==> config.mk <==
export PLATFORM = sky130hd
export DESIGN_NAME = otter_hazard_ctrl
export DESIGN_NICKNAME = d
export VERILOG_FILES = /design/src/rtl/otter_hazard_ctrl.sv
export SDC_FILE = /design/constraint.sdc
export NUM_CORES = 1
export LEC_CHECK = 0
export ABC_AREA = 1
export CAP_MARGIN = 15
export CELL_PAD_IN_SITES_DETAIL_PLACEMENT = 0
export CELL_PAD_IN_SITES_GLOBAL_PLACEMENT = 2
export CORE_MARGIN = 8
export CORE_UTILIZATION = 23
export DETAILED_ROUTE_END_ITERATION = 8
export PLACE_DENSITY = 0.87
export SLEW_MARGIN = 20
export SYNTH_ARGS = -nofsm -noshare
export SYNTH_HDL_FRONTEND = slang
export SYNTH_SLANG_ARGS = --single-unit
==> constraint.sdc <==
create_clock -name CLK -period 1.6 [get_ports CLK]
set_clock_uncertainty 0.15 [all_clocks]
set_input_delay 0.16 -clock CLK [delete_from_list [all_inputs] [get_ports CLK]]
set_output_delay 0.16 -clock CLK [all_outputs]
set_load 0.1 [all_outputs]
==> src/rtl/otter_hazard_ctrl.sv <==
// Hazard and forwarding controller for the 5-stage OTTER pipeline with a cached dmem.
// Produces operand forward selects, load-use/branch stalls, redirect flushes, and a
// freeze across multi-cycle dmem accesses, with saturating statistics and a sticky
// timeout flag.
module otter_hazard_ctrl #(
  parameter int unsigned NUM_SRC     = 2,
  parameter int unsigned RA_W        = 5,
  parameter int unsigned CNT_W       = 16,
  parameter int unsigned MEM_TIMEOUT = 64
) (
  input  logic                    CLK,
  input  logic                    RESET_N,
  input  logic [NUM_SRC*RA_W-1:0] rs_d,
  input  logic [NUM_SRC-1:0]      rs_d_used,
  input  logic [NUM_SRC*RA_W-1:0] rs_e,
  input  logic [NUM_SRC-1:0]      rs_e_used,
  input  logic [RA_W-1:0]         rd_e,
  input  logic [RA_W-1:0]         rd_m,
  input  logic [RA_W-1:0]         rd_w,
  input  logic                    regwrite_e,
  input  logic                    regwrite_m,
  input  logic                    regwrite_w,
  input  logic                    memread_e,
  input  logic                    memread_m,
  input  logic                    branch_d,
  input  logic                    redirect_d,
  input  logic                    dmem_req,
  input  logic                    dmem_ack,
  output logic [NUM_SRC*2-1:0]    fwd_d,
  output logic [NUM_SRC*2-1:0]    fwd_e,
  output logic                    stall_f,
  output logic                    stall_d,
  output logic                    stall_e,
  output logic                    stall_m,
  output logic                    flush_d,
  output logic                    flush_e,
  output logic                    bubble_w,
  output logic                    mem_wait,
  output logic [CNT_W-1:0]        miss_cnt,
  output logic [CNT_W-1:0]        lu_cnt,
  output logic                    timeout_err
);

  localparam int unsigned WaitW = $clog2(MEM_TIMEOUT) + 1;
  localparam logic [WaitW-1:0] WaitLimit = WaitW'(MEM_TIMEOUT - 1);

  typedef enum logic [0:0] {StRun, StMemWait} state_e;

  state_e           state_q, state_d;
  logic [WaitW-1:0] wait_cnt_q, wait_cnt_d;
  logic [CNT_W-1:0] miss_cnt_q, miss_cnt_d;
  logic [CNT_W-1:0] lu_cnt_q, lu_cnt_d;
  logic             timeout_q, timeout_d;

  logic             lu, bh, hz, freeze;
  logic [RA_W-1:0]  rs_dv, rs_ev;

  // Per-operand forward selects plus load-use and branch-operand hazard detection.
  always_comb begin
    fwd_d = '0;
    fwd_e = '0;
    lu    = 1'b0;
    bh    = 1'b0;
    rs_dv = '0;
    rs_ev = '0;
    for (int unsigned i = 0; i < NUM_SRC; i++) begin
      rs_dv = rs_d[i*RA_W +: RA_W];
      rs_ev = rs_e[i*RA_W +: RA_W];
      if (rs_d_used[i]) begin
        // A load in MEM only holds an address in alu_res, so it never forwards.
        if (regwrite_m && !memread_m && rd_m != '0 && rd_m == rs_dv) begin
          fwd_d[2*i +: 2] = 2'b10;
        end else if (regwrite_w && rd_w != '0 && rd_w == rs_dv) begin
          fwd_d[2*i +: 2] = 2'b01;
        end
        if (memread_e && regwrite_e && rd_e != '0 && rd_e == rs_dv) begin
          lu = 1'b1;
        end
        if (branch_d && ((regwrite_e && rd_e != '0 && rd_e == rs_dv) ||
                         (memread_m && rd_m != '0 && rd_m == rs_dv))) begin
          bh = 1'b1;
        end
      end
      if (rs_e_used[i]) begin
        if (regwrite_m && !memread_m && rd_m != '0 && rd_m == rs_ev) begin
          fwd_e[2*i +: 2] = 2'b10;
        end else if (regwrite_w && rd_w != '0 && rd_w == rs_ev) begin
          fwd_e[2*i +: 2] = 2'b01;
        end
      end
    end
    if (!RESET_N) begin
      fwd_d = '0;
      fwd_e = '0;
    end
  end

  assign hz     = lu | bh;
  assign freeze = dmem_req & ~dmem_ack;

  // Pipeline controls; a freeze dominates hazards, and everything is quiet in reset.
  always_comb begin
    stall_f  = RESET_N & (freeze | hz);
    stall_d  = RESET_N & (freeze | hz);
    stall_e  = RESET_N & freeze;
    stall_m  = RESET_N & freeze;
    bubble_w = RESET_N & freeze;
    flush_e  = RESET_N & hz & ~freeze;
    flush_d  = RESET_N & redirect_d & ~hz & ~freeze;
  end

  // Next-state: wait FSM, wait counter, saturating statistics and sticky timeout.
  always_comb begin
    state_d    = state_q;
    wait_cnt_d = '0;
    miss_cnt_d = miss_cnt_q;
    lu_cnt_d   = lu_cnt_q;
    timeout_d  = timeout_q;
    unique case (state_q)
      StRun:     if (freeze) state_d = StMemWait;
      // Leaves on ack or on an aborted access (req dropped).
      StMemWait: if (!freeze) state_d = StRun;
      default:   state_d = StRun;
    endcase
    if (freeze) begin
      // Counts frozen cycles; hitting the limit flags on the following frozen cycle.
      wait_cnt_d = (wait_cnt_q == WaitLimit) ? wait_cnt_q : wait_cnt_q + WaitW'(1);
      if (wait_cnt_d == WaitLimit) timeout_d = 1'b1;
      if (miss_cnt_q != '1) miss_cnt_d = miss_cnt_q + CNT_W'(1);
    end else if (hz && lu_cnt_q != '1) begin
      lu_cnt_d = lu_cnt_q + CNT_W'(1);
    end
  end

  // State registers with asynchronous active-low reset.
  always_ff @(posedge CLK or negedge RESET_N) begin
    if (!RESET_N) begin
      state_q    <= StRun;
      wait_cnt_q <= '0;
      miss_cnt_q <= '0;
      lu_cnt_q   <= '0;
      timeout_q  <= 1'b0;
    end else begin
      state_q    <= state_d;
      wait_cnt_q <= wait_cnt_d;
      miss_cnt_q <= miss_cnt_d;
      lu_cnt_q   <= lu_cnt_d;
      timeout_q  <= timeout_d;
    end
  end

  assign mem_wait    = (state_q == StMemWait);
  assign miss_cnt    = miss_cnt_q;
  assign lu_cnt      = lu_cnt_q;
  assign timeout_err = timeout_q;

endmodule

==> impl_metrics.csv, run 1 <==
group,metric,value,unit
status,status,"finished with violations",
status,violations,"negative setup slack",
job,cap_violations,0,
power,p_per_area,706,nW/um^2
power,power_leakage,3.07,nW
grt,grt_pass1_vias,3991,
critical_path,crit_path_max_fanout,3,
sta,period_needed,1.71,ns
critical_path,r2r_slack,-0.11,ns
cells_and_area,regArea,1100,um^2
clock_network,cts_made_buffers,5,
critical_path,timing.rr.start,"miss_cnt[0]",
grt,overflow,0,
clock_network,cts_root_buf,"clkbuf_16",
routing,drtAntennaViolNets,0,
cells_and_area,num-nets-final,724,
logic_synthesis,synth_nets,511,
clock_network,clk_latency,0.28,ns
critical_path,cp_data_required_time,1.61,ns
logic_synthesis,yosysTopAreaCellShare,32.2,%
clock_network,htree_levels,2,
sta,rsz0062_at_grt,"true",
cells_and_area,synthToLayoutAreaGrowth,115,%
place,io_buffers,98,
place,dpl_cell_area,5870,um^2
clock_network,clock-sinks,41,
logic_synthesis,async_reset_ff_share,100,%
routing,drc_errors,0,
routing,routed_wirelength,13200,um
routing,drt-pass1-iter-count,5,
logic_synthesis,synthCells,458,
sta,finalSetupViolations,35,
logic_synthesis,synth-seq-cells,41,
cells_and_area,fin_util,49.9,%
grt,grt_first_pass_wirelength,20700,um
grt,grt_max_degree,35,
critical_path,r2r_end,"miss_cnt[8]",
routing,via_per_inst,4.49,
place,place.gp.congestion,0.893,
logic_synthesis,seq_area_frac_synth,32.2,%
logic_synthesis,ys_top_cells_by_area,"dfrtp_1 (32%), nand2_1 (14%), xor2_1 (9.6%), nand3_1 (7.4%), nor2_1 (6.7%)",
logic_synthesis,synth_ff_type,"dfrtp_1",
die,fp.dieH,134,um
die,die_width,134,um
routing,drtIter0Drc,153,
routing,vias,3836,
sta,fin_crit_sh,107,%
place,dp_cells,819,
critical_path,start_kind,"flop",
die,dieArea,17900,um^2
routing,routedWlPerCell,15.4,um
cells_and_area,drive_above_1_share,58.9,%
cells_and_area,fillers,1255,
critical_path,path_class,"flop to flop",
clock_network,clk_pin_slew,0.06,ns
die,initial_core_util,23.2,%
cells_and_area,layoutNonFillerInstCount,854,
power,worst_ir_drop_vdd,0.560,mV
hold_path,hold_class,"input pin to async pin",
sta,worst_pin_slew,0.461,ns
critical_path,endpoint,"miss_cnt[8]",
place,dp_hpwl,10100,um
logic_synthesis,synth_area,3190,um^2
sta,setup_slack,-0.115,ns
logic_synthesis,synth_edf_count,0,
critical_path,rr_worst_depth,7,
logic_synthesis,avgSynthCellArea,6.96,um^2
die,ios,99,
grt,antenna_found_initial,1,
die,rows,43,
critical_path,cp-end-kind,"flop",
sta,maxSlewViolCount,0,
logic_synthesis,yosys.area.top_type,"dfrtp_1",
clock_network,clk_path_buf_depth,2,
die,core,13700,um^2
critical_path,worstSetupStartpoint,"miss_cnt[0]",
cells_and_area,multi_input_area,2680,um^2
logic_synthesis,synth_warnings,0,
grt,grt_usage,14.2,%
sta,relSlewSlack,69.2,%
clock_network,tritoncts,"built",
critical_path,crit_arrival,1.73,ns
logic_synthesis,ys_types,32,
sta,max_freq,583,MHz
cells_and_area,final_area,6850,um^2
sta,hold_viol_final,0,
[timing repair]
action	in CTS	in global routing
endpoints found under the setup margin	48	49
cloned	0	2
pin swaps	76	62
hold buffers	3	0
setup buffers	12	10
endpoints found under the hold margin	19	0
gates resized for setup	273	84
[routing by layer]
layer / GRT usage [%] / vias up / part of all wire [%]
met2: 27.3 / 66 / 56
li1: - / 1889 / -
met3: 2.11 / 23 / 2.9
met4: 2.99 / 0 / 2.2
met1: 15.9 / 1858 / 39
met5: 0 / - / 0
[through the flow]
step | power [mW] | TNS, ns | worst slack, ns | hold slack (ns)
after global routing | 5.06 | -5.60 | -0.203 | 0.301
final | 4.84 | -2.62 | -0.115 | 0.300
after CTS | 4.78 | -1.94 | -0.105 | 0.303
after floorplan | 2.53 | -9.59 | -0.399 | -0.286
after global placement | 3.55 | -15.63 | -0.564 | 0.102
after detailed placement | 3.58 | -16.11 | -0.578 | 0.104
[synthesized netlist by cell type (4+ instances only)]
master	number
nand4_1	9
dfrtp_1	41
inv_1	49
nor4_1	8
xnor2_1	22
nand2_1	120
xor2_1	35
nand3_1	47
or2_2	4
o21ai_0	9
nand2_2	4
nor2_1	57
buf_4	6
a21oi_1	5
nor3_1	16
[worst min path at each step]
stage | start | endpoint | slack (ns) | depth (start not counted)
2_1_floorplan | RESET_N | lu_cnt[10] | -0.29 | 0
3_3_place_gp | RESET_N | wait_cnt_q[6] | 0.10 | 2
3_5_place_dp | RESET_N | wait_cnt_q[6] | 0.10 | 2
4_1_cts | RESET_N | wait_cnt_q[6] | 0.30 | 3
5_1_grt | RESET_N | wait_cnt_q[6] | 0.30 | 3
6_report | RESET_N | wait_cnt_q[6] | 0.30 | 3
[cells in the final DEF, fill, tap and decap left out, types with 7 or more instances in the layout]
cell | synthesis | final
nand3_1 | 47 | 26
dfrtp_2 | 0 | 19
xnor2_1 | 22 | 11
nor3_1 | 16 | 7
nand2_2 | 4 | 26
nand2_1 | 120 | 92
buf_4 | 6 | 101
buf_12 | 0 | 53
nor2_2 | 1 | 12
inv_2 | 2 | 16
inv_4 | 0 | 8
inv_1 | 49 | 26
dfrtp_1 | 41 | 9
nand2_4 | 2 | 7
nand4_1 | 9 | 9
dfrtp_4 | 0 | 13
xor2_1 | 35 | 32
nand3_2 | 0 | 15
nor2_4 | 0 | 13
nor2_1 | 57 | 33
xnor2_2 | 0 | 10
buf_6 | 2 | 32
[state kept, by name, summed over array words and instances (netlist names)]
register and flops:
lu_cnt 16, miss_cnt 16, timeout_err 1, wait_cnt_q 7, mem_wait 1
[worst max-delay path: stages (launching register included)]
cell	delay, ns
dfrtp_4	0.42
ha_4	0.15
nand3_4	0.07
nand3b_1	0.25
buf_4	0.20
nor2_4	0.11
nand3_2	0.11
xnor2_2	0.15
[power breakdown]
part / internal [mW] / switching (mW) / total (mW)
sequential: 1.18 / 0.112 / 1.29
combinational: 1.06 / 1.47 / 2.53
clock: 0.623 / 0.395 / 1.02
total: 2.86 / 1.98 / 4.84
[cells by family (layout without fill, tap and decap cells)]
family | count (synthesis) | count (layout) | synth area share [%]
flops | 41 | 41 | 32.2
buf+inv | 65 | 278 | 9.22
other cells | 0 | 2 | 0
xor+xnor | 57 | 57 | 15.7
fa+ha+maj | 3 | 3 | 1.18
simple gates | 271 | 272 | 37.2
compound gates | 21 | 21 | 4.51
[final cells by class]
type	instances	area share (%)
clock buffers	8	2.14
well taps	180	3.29
flip-flops and latches	41	16.0
inverters	51	3.16
diodes	2	0.0730
multi-input cells	353	39.1
repair buffers	219	36.2
Power figures use the tool's default switching activity.
==> run 2: changes to the inputs <==
- CELL_PAD_IN_SITES_DETAIL_PLACEMENT: 0 -> 1
- CELL_PAD_IN_SITES_GLOBAL_PLACEMENT: 2 -> 1
- CORE_UTILIZATION: 23 -> 30
==> impl_metrics.csv, run 2 (synthesized netlist as in run 1, its figures left out) <==
group,metric,value,unit
status,status,"finished with violations",
status,violations,"negative hold slack, negative setup slack",
power,clkPwrFrac,16.7,%
cells_and_area,layoutNonFillerInstCount,832,
clock_network,tritoncts,"built",
die,ios,99,
sta,worst_pin_slew,0.687,ns
clock_network,htree_levels,2,
routing,route.met2.wl,14100,um
die,fp.dieH,119,um
power,power.total,5.47,mW
die,initial_core_util,30.9,%
critical_path,crit_path_max_fanout,6,
routing,drt-pass1-iter-count,5,
critical_path,crit_arrival,2.19,ns
clock_network,cts_root_buf,"clkbuf_8",
cells_and_area,fillers,1028,
sta,relSlewSlack,53.7,%
place,dpl_cell_area,5820,um^2
sta,maxSlewViolCount,0,
routing,vias,5196,
cells_and_area,drive_above_1_share,72.8,%
sta,setup_tns,-11.67,ns
power,worst_ir_drop_vdd,1.11,mV
job,cap_violations,0,
cells_and_area,final_area,7620,um^2
routing,routed_wirelength,30300,um
clock_network,clk_pin_slew,0.12,ns
place,dp_slack,-0.843,ns
routing,drc_errors,0,
cells_and_area,final_common_cell,"buf_4",
critical_path,r2r_end,"timeout_err",
place,place.gp.congestion,0.934,
routing,via_per_inst,6.25,
critical_path,rr_worst_depth,10,
place,dp_cells,771,
clock_network,clock-sinks,41,
clock_network,cts_made_buffers,5,
die,core,10300,um^2
sta,fin_crit_sh,129,%
power,power_leakage,3.34,nW
critical_path,start_kind,"flop",
routing,wl_met3,2450,um
sta,max_freq,483,MHz
cells_and_area,synthToLayoutAreaGrowth,139,%
hold_path,hold_class,"input pin to async pin",
sta,hold_ws,-0.00146,ns
routing,drtAntennaViolNets,0,
die,die_width,119,um
cells_and_area,regArea,1100,um^2
clock_network,clk_latency,0.34,ns
grt,grt_first_pass_wirelength,34100,um
cells_and_area,final_cell_mix,"buf_4 (106), buf_12 (57), nand2_1 (50)",
power,p_per_area,717,nW/um^2
die,dieArea,14200,um^2
critical_path,cp_data_required_time,1.72,ns
routing,top_layer_used,"met5",
critical_path,r2r_slack,-0.47,ns
critical_path,cp-end-kind,"flop",
cells_and_area,num-nets-final,747,
critical_path,path_class,"flop to flop",
sta,hold_viol_final,1,
critical_path,timing.rr.start,"wait_cnt_q[5]",
power,p_sw,2.64,mW
grt,grt_usage,31.6,%
place,dp_hpwl,12900,um
routing,drtIter0Drc,518,
routing,met1_length,10500,um
sta,setup_slack,-0.470,ns
routing,routedWlPerCell,36.4,um
power,swShare,48.2,%
place,io_buffers,98,
grt,grt_max_degree,42,
critical_path,worstSetupStartpoint,"wait_cnt_q[5]",
grt,overflow,0,
clock_network,clk_path_buf_depth,2,
sta,finalSetupViolations,55,
die,rows,37,
sta,period_needed,2.07,ns
grt,antenna_found_initial,2,
grt,grt_pass1_vias,5287,
power,pwr-share-comb,59.0,%
sta,rsz0062_at_grt,"true",
cells_and_area,multi_input_area,3250,um^2
power,intPower,2.84,mW
power,power_frac_seq,24.3,%
critical_path,endpoint,"timeout_err",
[run 2: layout make-up]
cell class / instances / area share [%]
multi-input cells: 353 / 42.7
repair buffers: 242 / 36.0
flip-flops and latches: 41 / 14.4
inverters: 51 / 3.30
well taps: 136 / 2.23
clock buffers: 7 / 1.26
clock inverters: 1 / 0.0656
diodes: 1 / 0.0328
[run 2: through the flow]
| step | util (%) | hold slack [ns] |
|---|---|---|
| 2_1_floorplan | - | -0.286 |
| 3_3_place_gp | 56.4 | 0.338 |
| 3_5_place_dp | 56.4 | 0.340 |
| 4_1_cts | 65.0 | 0.0491 |
| 5_1_grt | 73.9 | 0.0253 |
| 6_report | 73.9 | -0.00146 |
[run 2: routing by layer]
layer	global-route usage, %	vias to the layer above
li1	-	1935
met1	32.4	2540
met2	56.7	483
met3	6.61	234
met4	21.6	4
met5	0	-
[run 2: power groups by stage]
stage	clock network, mW	registers, mW	logic, mW
floorplan	0	2.02	0.516
CTS	0.815	1.29	2.69
global route	0.920	1.33	3.27
global placement	0	1.30	2.24
detailed placement	0	1.32	2.36
finish	0.914	1.33	3.23
[run 2: repair_timing]
action,CTS,global route
buffers inserted,29,25
cloned,2,0
pin swaps,96,102
gates resized for setup,347,189
endpoints found under the setup margin,51,55
hold buffers,0,0
[run 2: worst min path at each step]
stage | from | end | slack [ns] | cells after the start
2_1_floorplan | RESET_N | lu_cnt[10] | -0.29 | 0
3_3_place_gp | miss_cnt[10] | miss_cnt[10] | 0.34 | 1
3_5_place_dp | miss_cnt[10] | miss_cnt[10] | 0.34 | 1
4_1_cts | RESET_N | wait_cnt_q[3] | 0.05 | 3
5_1_grt | RESET_N | wait_cnt_q[3] | 0.03 | 3
6_report | RESET_N | wait_cnt_q[3] | -0.001 | 3
[run 2: critical path, cell delays in order (launching register included)]
cell and delay [ns]:
dfrtp_1 0.51, nand2_1 0.17, nor2_2 0.24, nand2_8 0.11
inv_4 0.08, nor2_2 0.05, nor2_1 0.15, o21ai_1 0.13
inv_1 0.13, nand4_1 0.15, nand2_1 0.13
